[config.mk]
export PLATFORM = sky130hd
export DESIGN_NAME = int_to_fp8_encoder
export DESIGN_NICKNAME = d
export VERILOG_FILES = /design/src/rtl/int_to_fp8_encoder.sv
export SDC_FILE = /design/constraint.sdc
export NUM_CORES = 1
export LEC_CHECK = 0
export CAP_MARGIN = 10
export CORE_MARGIN = 2
export CORE_UTILIZATION = 49
export DETAILED_ROUTE_END_ITERATION = 16
export PLACE_DENSITY = 0.77
export SYNTH_ARGS = -nofsm -noshare
export SYNTH_HDL_FRONTEND = slang
export SYNTH_SLANG_ARGS = --single-unit
export TNS_END_PERCENT = 20
[constraint.sdc]
create_clock -name clk -period 4.4 [get_ports clk]
set_input_delay 0.88 -clock clk [delete_from_list [all_inputs] [get_ports clk]]
set_output_delay 0.88 -clock clk [all_outputs]
set_load 0.005 [all_outputs]
[src/rtl/int_to_fp8_encoder.sv]
// int_to_fp8_encoder: signed IN_W-bit integer -> fp8 {sign, expo[3:0], mant[2:0]}, one normalising shift per cycle.
// Latency: accept edge to out_valid is (leading-zero shift count + 2) cycles; one conversion in flight at a time.
// Backpressure: in_ready only in IDLE; out_data held with out_valid until out_ready. Build option INT_TO_FP8_ROUND_EN selects round-to-nearest-even.
module int_to_fp8_encoder #(
  parameter int IN_W = 8,
  parameter int BIAS = 7
) (
  input  logic            clk,
  input  logic            rst_n,
  input  logic            in_valid,
  output logic            in_ready,
  input  logic [IN_W-1:0] in_data,
  output logic            out_valid,
  input  logic            out_ready,
  output logic [7:0]      out_data,
  output logic            busy
);

  localparam int CNT_W = $clog2(IN_W);

  typedef enum logic [1:0] {
    IDLE = 2'd0,
    NORM = 2'd1,
    PACK = 2'd2,
    DONE = 2'd3
  } state_t;

  state_t            state_q, state_d;
  logic              sign_q, sign_d;
  logic [IN_W-1:0]   mag_q, mag_d;
  logic [CNT_W-1:0]  cnt_q, cnt_d;
  logic [7:0]        out_data_q, out_data_d;
  logic              out_valid_q, out_valid_d;

  logic [IN_W-1:0]   abs_in;
  logic [2:0]        mant_t;
  logic [2:0]        mant_r;
  logic [5:0]        expo_t;
  logic [5:0]        expo_r;
  logic [7:0]        packed_res;

`ifdef INT_TO_FP8_ROUND_EN
  // Bits below the guard bit; empty when IN_W is 5.
  localparam logic [IN_W-1:0] STICKY_MASK = {IN_W{1'b1}} >> 5;
  logic              guard;
  logic              sticky;
  logic              round_up;
  logic [3:0]        mant_sum;
`endif

  // Magnitude of the incoming integer; the most negative value maps to 2^(IN_W-1).
  always_comb begin
    abs_in = in_data;
    if (in_data[IN_W-1]) begin
      abs_in = ~in_data + IN_W'(1);
    end
  end

  // Pack the normalised magnitude into the fp8 fields, with optional rounding and saturation.
  always_comb begin
    mant_t = mag_q[IN_W-2 -: 3];
    expo_t = 6'(BIAS + IN_W - 1) - 6'(cnt_q);
`ifdef INT_TO_FP8_ROUND_EN
    guard    = mag_q[IN_W-5];
    sticky   = |(mag_q & STICKY_MASK);
    round_up = guard && (sticky || mant_t[0]);
    mant_sum = {1'b0, mant_t} + {3'b000, round_up};
    mant_r   = mant_sum[2:0];
    expo_r   = expo_t + {5'b00000, mant_sum[3]};
`else
    mant_r   = mant_t;
    expo_r   = expo_t;
`endif
    if (mag_q == '0) begin
      packed_res = 8'h00;
    end else if (expo_r >= 6'd15) begin
      packed_res = {sign_q, 4'hF, 3'b000};
    end else begin
      packed_res = {sign_q, expo_r[3:0], mant_r};
    end
  end

  // Next-state logic for the conversion FSM and its datapath.
  always_comb begin
    state_d     = state_q;
    sign_d      = sign_q;
    mag_d       = mag_q;
    cnt_d       = cnt_q;
    out_data_d  = out_data_q;
    out_valid_d = out_valid_q;
    case (state_q)
      IDLE: begin
        if (in_valid) begin
          sign_d  = in_data[IN_W-1];
          mag_d   = abs_in;
          cnt_d   = '0;
          state_d = NORM;
        end
      end
      NORM: begin
        if ((mag_q == '0) || mag_q[IN_W-1]) begin
          state_d = PACK;
        end else begin
          mag_d = mag_q << 1;
          cnt_d = cnt_q + CNT_W'(1);
        end
      end
      PACK: begin
        out_data_d  = packed_res;
        out_valid_d = 1'b1;
        state_d     = DONE;
      end
      DONE: begin
        if (out_ready) begin
          out_valid_d = 1'b0;
          state_d     = IDLE;
        end
      end
      default: state_d = IDLE;
    endcase
  end

  // State registers; synchronous reset drops any in-flight conversion.
  always_ff @(posedge clk) begin
    if (rst_n) begin
      state_q     <= IDLE;
      sign_q      <= 1'b0;
      mag_q       <= '0;
      cnt_q       <= '0;
      out_data_q  <= 8'h00;
      out_valid_q <= 1'b0;
    end else begin
      state_q     <= state_d;
      sign_q      <= sign_d;
      mag_q       <= mag_d;
      cnt_q       <= cnt_d;
      out_data_q  <= out_data_d;
      out_valid_q <= out_valid_d;
    end
  end

  assign in_ready  = (state_q == IDLE);
  assign busy      = (state_q != IDLE);
  assign out_valid = out_valid_q;
  assign out_data  = out_data_q;

endmodule

# --- After elaboration in Yosys (flattened, before gate mapping) ---
# Index checks and enable logic that the tools add are counted.
# Widths: inputs -> output; s select.
totals:
  ff_bits: 23
  in_bits: 12
  output_inout_bits: 11
op_classes:
  addsub: 3
  magnitude_cmp: 1
  eq_ne: 7
  n_mux: 15
  n_bitwise: 1
  n_reduce_logical: 10
ops:
  columns: ["operator", "count"]
  rows:
  - ["$mux 8", 4]
  - ["$pmux 8 s2", 1]
  - ["$add 8x1->8 const B", 1]
  - ["$logic_not 8->1", 1]
  - ["$ne 2x2->1 const B", 4]
  - ["$not 8->8", 1]
  - ["$pmux 2 s4", 1]
  - ["$mux 7", 1]
  - ["$ge 6x4->1 const B", 1]
  - ["$mux 2", 3]
  - ["$mux 3", 2]
  - ["$pmux 3 s2", 1]
  - ["$reduce_and 3->1", 2]
  - ["$reduce_bool 2->1", 3]
  - ["$sub 4x3->5 const A", 1]
  - ["$eq 2x2->1 const B", 2]
  - ["$reduce_and 2->1", 2]
  - ["$add 3x1->3 const B", 1]
  - ["$eq 2x1->1 const B", 1]
  - ["$logic_not 2->1", 1]
  - ["$pmux 1 s2", 1]
  - ["$logic_or 1x1->1", 1]
  - ["$mux 1", 1]

# --- Longest topological paths before layout ---
logic_depth:
  word_depth: 5
  depth_mapped: 8
  ltp_nobuf: 6

# --- Worst setup path after synthesis ---
# OpenSTA, ideal clock, no wires.
synth_path:
  path_type: "input to register"
  start: "input in_data[0]"
  end: "register mag_q[4]"
  arrival_ps: 2032
  setup_slack_ps: 2252
  cell_stages: 6
  path_cell_list: "inv_1 > ha_1 > or3b_1 > a211oi_1 > and4bb_1 > a31o_1"
synth_between:
  elab_chain_len: 5
synth_lines:
  columns: ["item", "line", "text"]
  rows:
  - ["from (decl)", "12", "input logic [IN_W-1:0] in_data,"]
  - ["$not 8->8", "55", "abs_in = ~in_data + IN_W'(1);"]
  - ["$add 8x1->8", "55", null]
  - ["$mux 8", "54", "if (in_data[IN_W-1]) begin"]
  - ["$mux 8", "93", "if (in_valid) begin"]
  - ["$pmux 8 s2", "91", "case (state_q)"]
  - ["to (signal assigned)", "135", "mag_q <= mag_d;"]
  - ["to (decl)", "30", "logic [IN_W-1:0] mag_q, mag_d;"]
# Every way passes these cells. The select of a mux whose other input is x is not followed.
# A chain may end at the register's enable or synchronous reset.

==> results.yml <==
run_status:
  status: "complete, no violations"
logic_synthesis:
  netlist_instances: 158
  synth_area_um2: 1370
  synth_edf_count: 0
  synth_nets: 178
  ys_seq_elements: 23
  synth.distinct_cells: 50
  synth_seq_area_share: 0.336
  ys_async_sr_fraction: 0
  synth_area_per_cell_um2: 8.66
  synth-main-ff-cell: "dfxtp_1"
  ys_warn_count: 0
floorplan:
  row_count: 19
  dieArea_um2: 3230
  coreArea_um2: 2710
  ioPinCount: 23
  initial_core_util: 0.505
  die_w_um: 56.9
  die_y_um: 56.9
sta:
  finalHoldViolations: 0
  fin_skew_ns: 0.00530
  setup_slack_ns: 1.79
  setup_tns_ns: 0
  tightest_slew_ns: 0.772
  finalSetupViolations: 0
  finalMaxSlewViolations: 0
  grt_setup_unrepaired: "no"
  period_share: 0.593
  max_freq_mhz: 383
  period_needed_ns: 2.61
  max_slew_margin: 0.486
placement:
  place.gp.congestion: 0.856
  port_buffers: 22
  post-place-ws_ns: 1.50
  hpwlAfterDp_mm: 2.37
routing:
  met1_length_mm: 1.40
  detail_route.first_pass.iterations: 5
  wl_met3_um: 103
  wl_met2_mm: 1.53
  ant_nets: 0
  wirelength_mm: 3.08
  avgViaCountPerCell: 5.93
  wire_per_inst_um: 14.8
  drc: 0
  top_layer_used: "met4"
  drt_iter0_drc: 49
  vias: 1233
cts:
  cts_tree: "built"
  cts_buffers: 3
  cts_max_level: 1
  clock_sinks: 23
  ctsHoldBuffers: 0
  clk_latency_ns: 0.31
  postCtsSetupBuffers: 0
  clockBufferDepth: 2
  clk_pin_slew_ns: 0.13
  root_buffer: "clkbuf_4"
  cts-resized-gates: 0
run:
  maxCapViolations: 0
finish:
  layout_common_cells: "dfxtp_1, clkdlybuf4s50_1, nand2_1"
  num_antenna_cells: 0
  drive_gt1_frac: 0.0508
  syn_to_final_growth_pct: 18.0
  multi_input_area_um2: 832
  seq_area_um2: 460
  n_fill_cell: 261
  final_common_cell: "dfxtp_1"
  final_nets: 198
power:
  ir_drop_v: 0.000333
  p_leak_nw: 0.618
  clkPwrFrac: 0.112
  p_switching_mw: 0.376
  intPower_mw: 0.510
  power_mw: 0.886
  seqPwrFrac: 0.375
  swShare: 0.424
  powerDensity_nw_per_um2: 549
  pwr-share-comb: 0.513
global_routing:
  antenna_found_initial: 0
  grt_pass1_vias: 1156
  grt_max_degree: 23
  grt_pass1_wl_mm: 5.00
  track_usage: 0.195
  overflow: 0
critical_path:
  cp_slowest_cell: "clkdlybuf4s50_1"
  critPathRequiredTime_ns: 4.62
  critPathMaxFanout: 17
  cp-start-kind: "input port"
  cp_top_family: "buffers and inverters"
  crit_chain: "clkdlybuf4s50_1 > clkinv_1 > o21a_1 > and4bb_1 > a31o_1"
  crit_buf_inv: 2
  path_class: "input port to flop"
  slowest_delay_ns: 0.89
  arrival_ns: 2.83
  setup.worst_path.end_class: "flop"
min_path:
  hp-class: "flop to flop"
==> power groups by stage <==
stage,registers (mW),clock network (mW),logic [mW]
after floorplan,0.321,0,0.340
after global placement,0.332,0,0.438
after detailed placement,0.335,0,0.453
after CTS,0.329,0.0992,0.455
after global routing,0.339,0.106,0.505
final,0.332,0.0993,0.455
==> cell families (layout without fill, tap and decap cells) <==
family	count (synthesis)	in the layout	share of synthesized area
xor+xnor	3	3	0.0192
compound gates	42	42	0.235
buf+inv	17	36	0.0557
fa+ha+maj	8	8	0.0731
mux	6	6	0.0439
simple gates	59	59	0.237
flops	23	23	0.336
==> state kept, by name (all words and copies together), names as in the netlist <==
name       flops
mag_q          8
out_data       8
cnt_q          3
state_q        2
out_valid      1
sign_q         1
==> routing by layer <==
layer  vias up  track usage
met5         -            0
met4         0       0.0897
met3         5       0.0138
met2        41        0.360
met1       574        0.226
li1        613            -
==> stage by stage <==
step | area [µm²] | hold slack, ns | utilization | std cells
detailed placement | 1590 | 0.446 | 0.586 | 204
global placement | 1590 | 0.440 | 0.586 | 204
finish | 1620 | 0.472 | 0.596 | 208
CTS | 1620 | 0.476 | 0.596 | 208
global route | 1620 | 0.495 | 0.596 | 208
floorplan | 1370 | 0.436 | - | 158
==> cell usage after synthesis (2+ instances only) <==
cell / instances / area, µm²
nand3_1: 5 / 25.0
mux2i_1: 6 / 60.1
or3b_1: 3 / 26.3
a211o_1: 2 / 17.5
nand4_1: 2 / 12.5
nor4_1: 2 / 12.5
a32o_1: 2 / 20.0
a31o_1: 2 / 17.5
ha_1: 8 / 100
o21ai_0: 4 / 20.0
nand2_1: 20 / 75.1
nor3_1: 4 / 20.0
dfxtp_1: 23 / 460
o311a_1: 3 / 30.0
a22o_1: 3 / 26.3
nand2b_1: 4 / 25.0
inv_1: 8 / 30.0
nor2_1: 9 / 33.8
nor2b_1: 3 / 18.8
a21oi_1: 10 / 50.1
buf_2: 4 / 20.0
xor2_1: 2 / 17.5
o21a_1: 2 / 15.0
==> final timing paths <==
path	startpoint	to	slack (ns)	cells past startpoint
setup reg to reg	state_q[1]	mag_q[3]	1.85	6
setup / recovery	rst_n	mag_q[4]	1.79	5
hold reg to reg	out_data[4]	out_data[4]	0.47	2
hold / removal	out_data[4]	out_data[4]	0.47	2
==> worst min-delay path: cells and delay by family, from the launching register on <==
family             cells  cell delay [ns]
DFF                    1             0.35
and+or+nand+nor        1             0.05
AOI/OAI and AO/OA      1             0.05
==> final cells by class <==
| class | instances | share of cell area |
|---|---|---|
| well taps | 31 | 0.0240 |
| repair buffers | 22 | 0.136 |
| clock buffers | 4 | 0.0163 |
| flip-flops and latches | 23 | 0.285 |
| multi-input cells | 118 | 0.515 |
| inverters | 10 | 0.0232 |
Note: power is estimated with default switching activity, not from simulation.
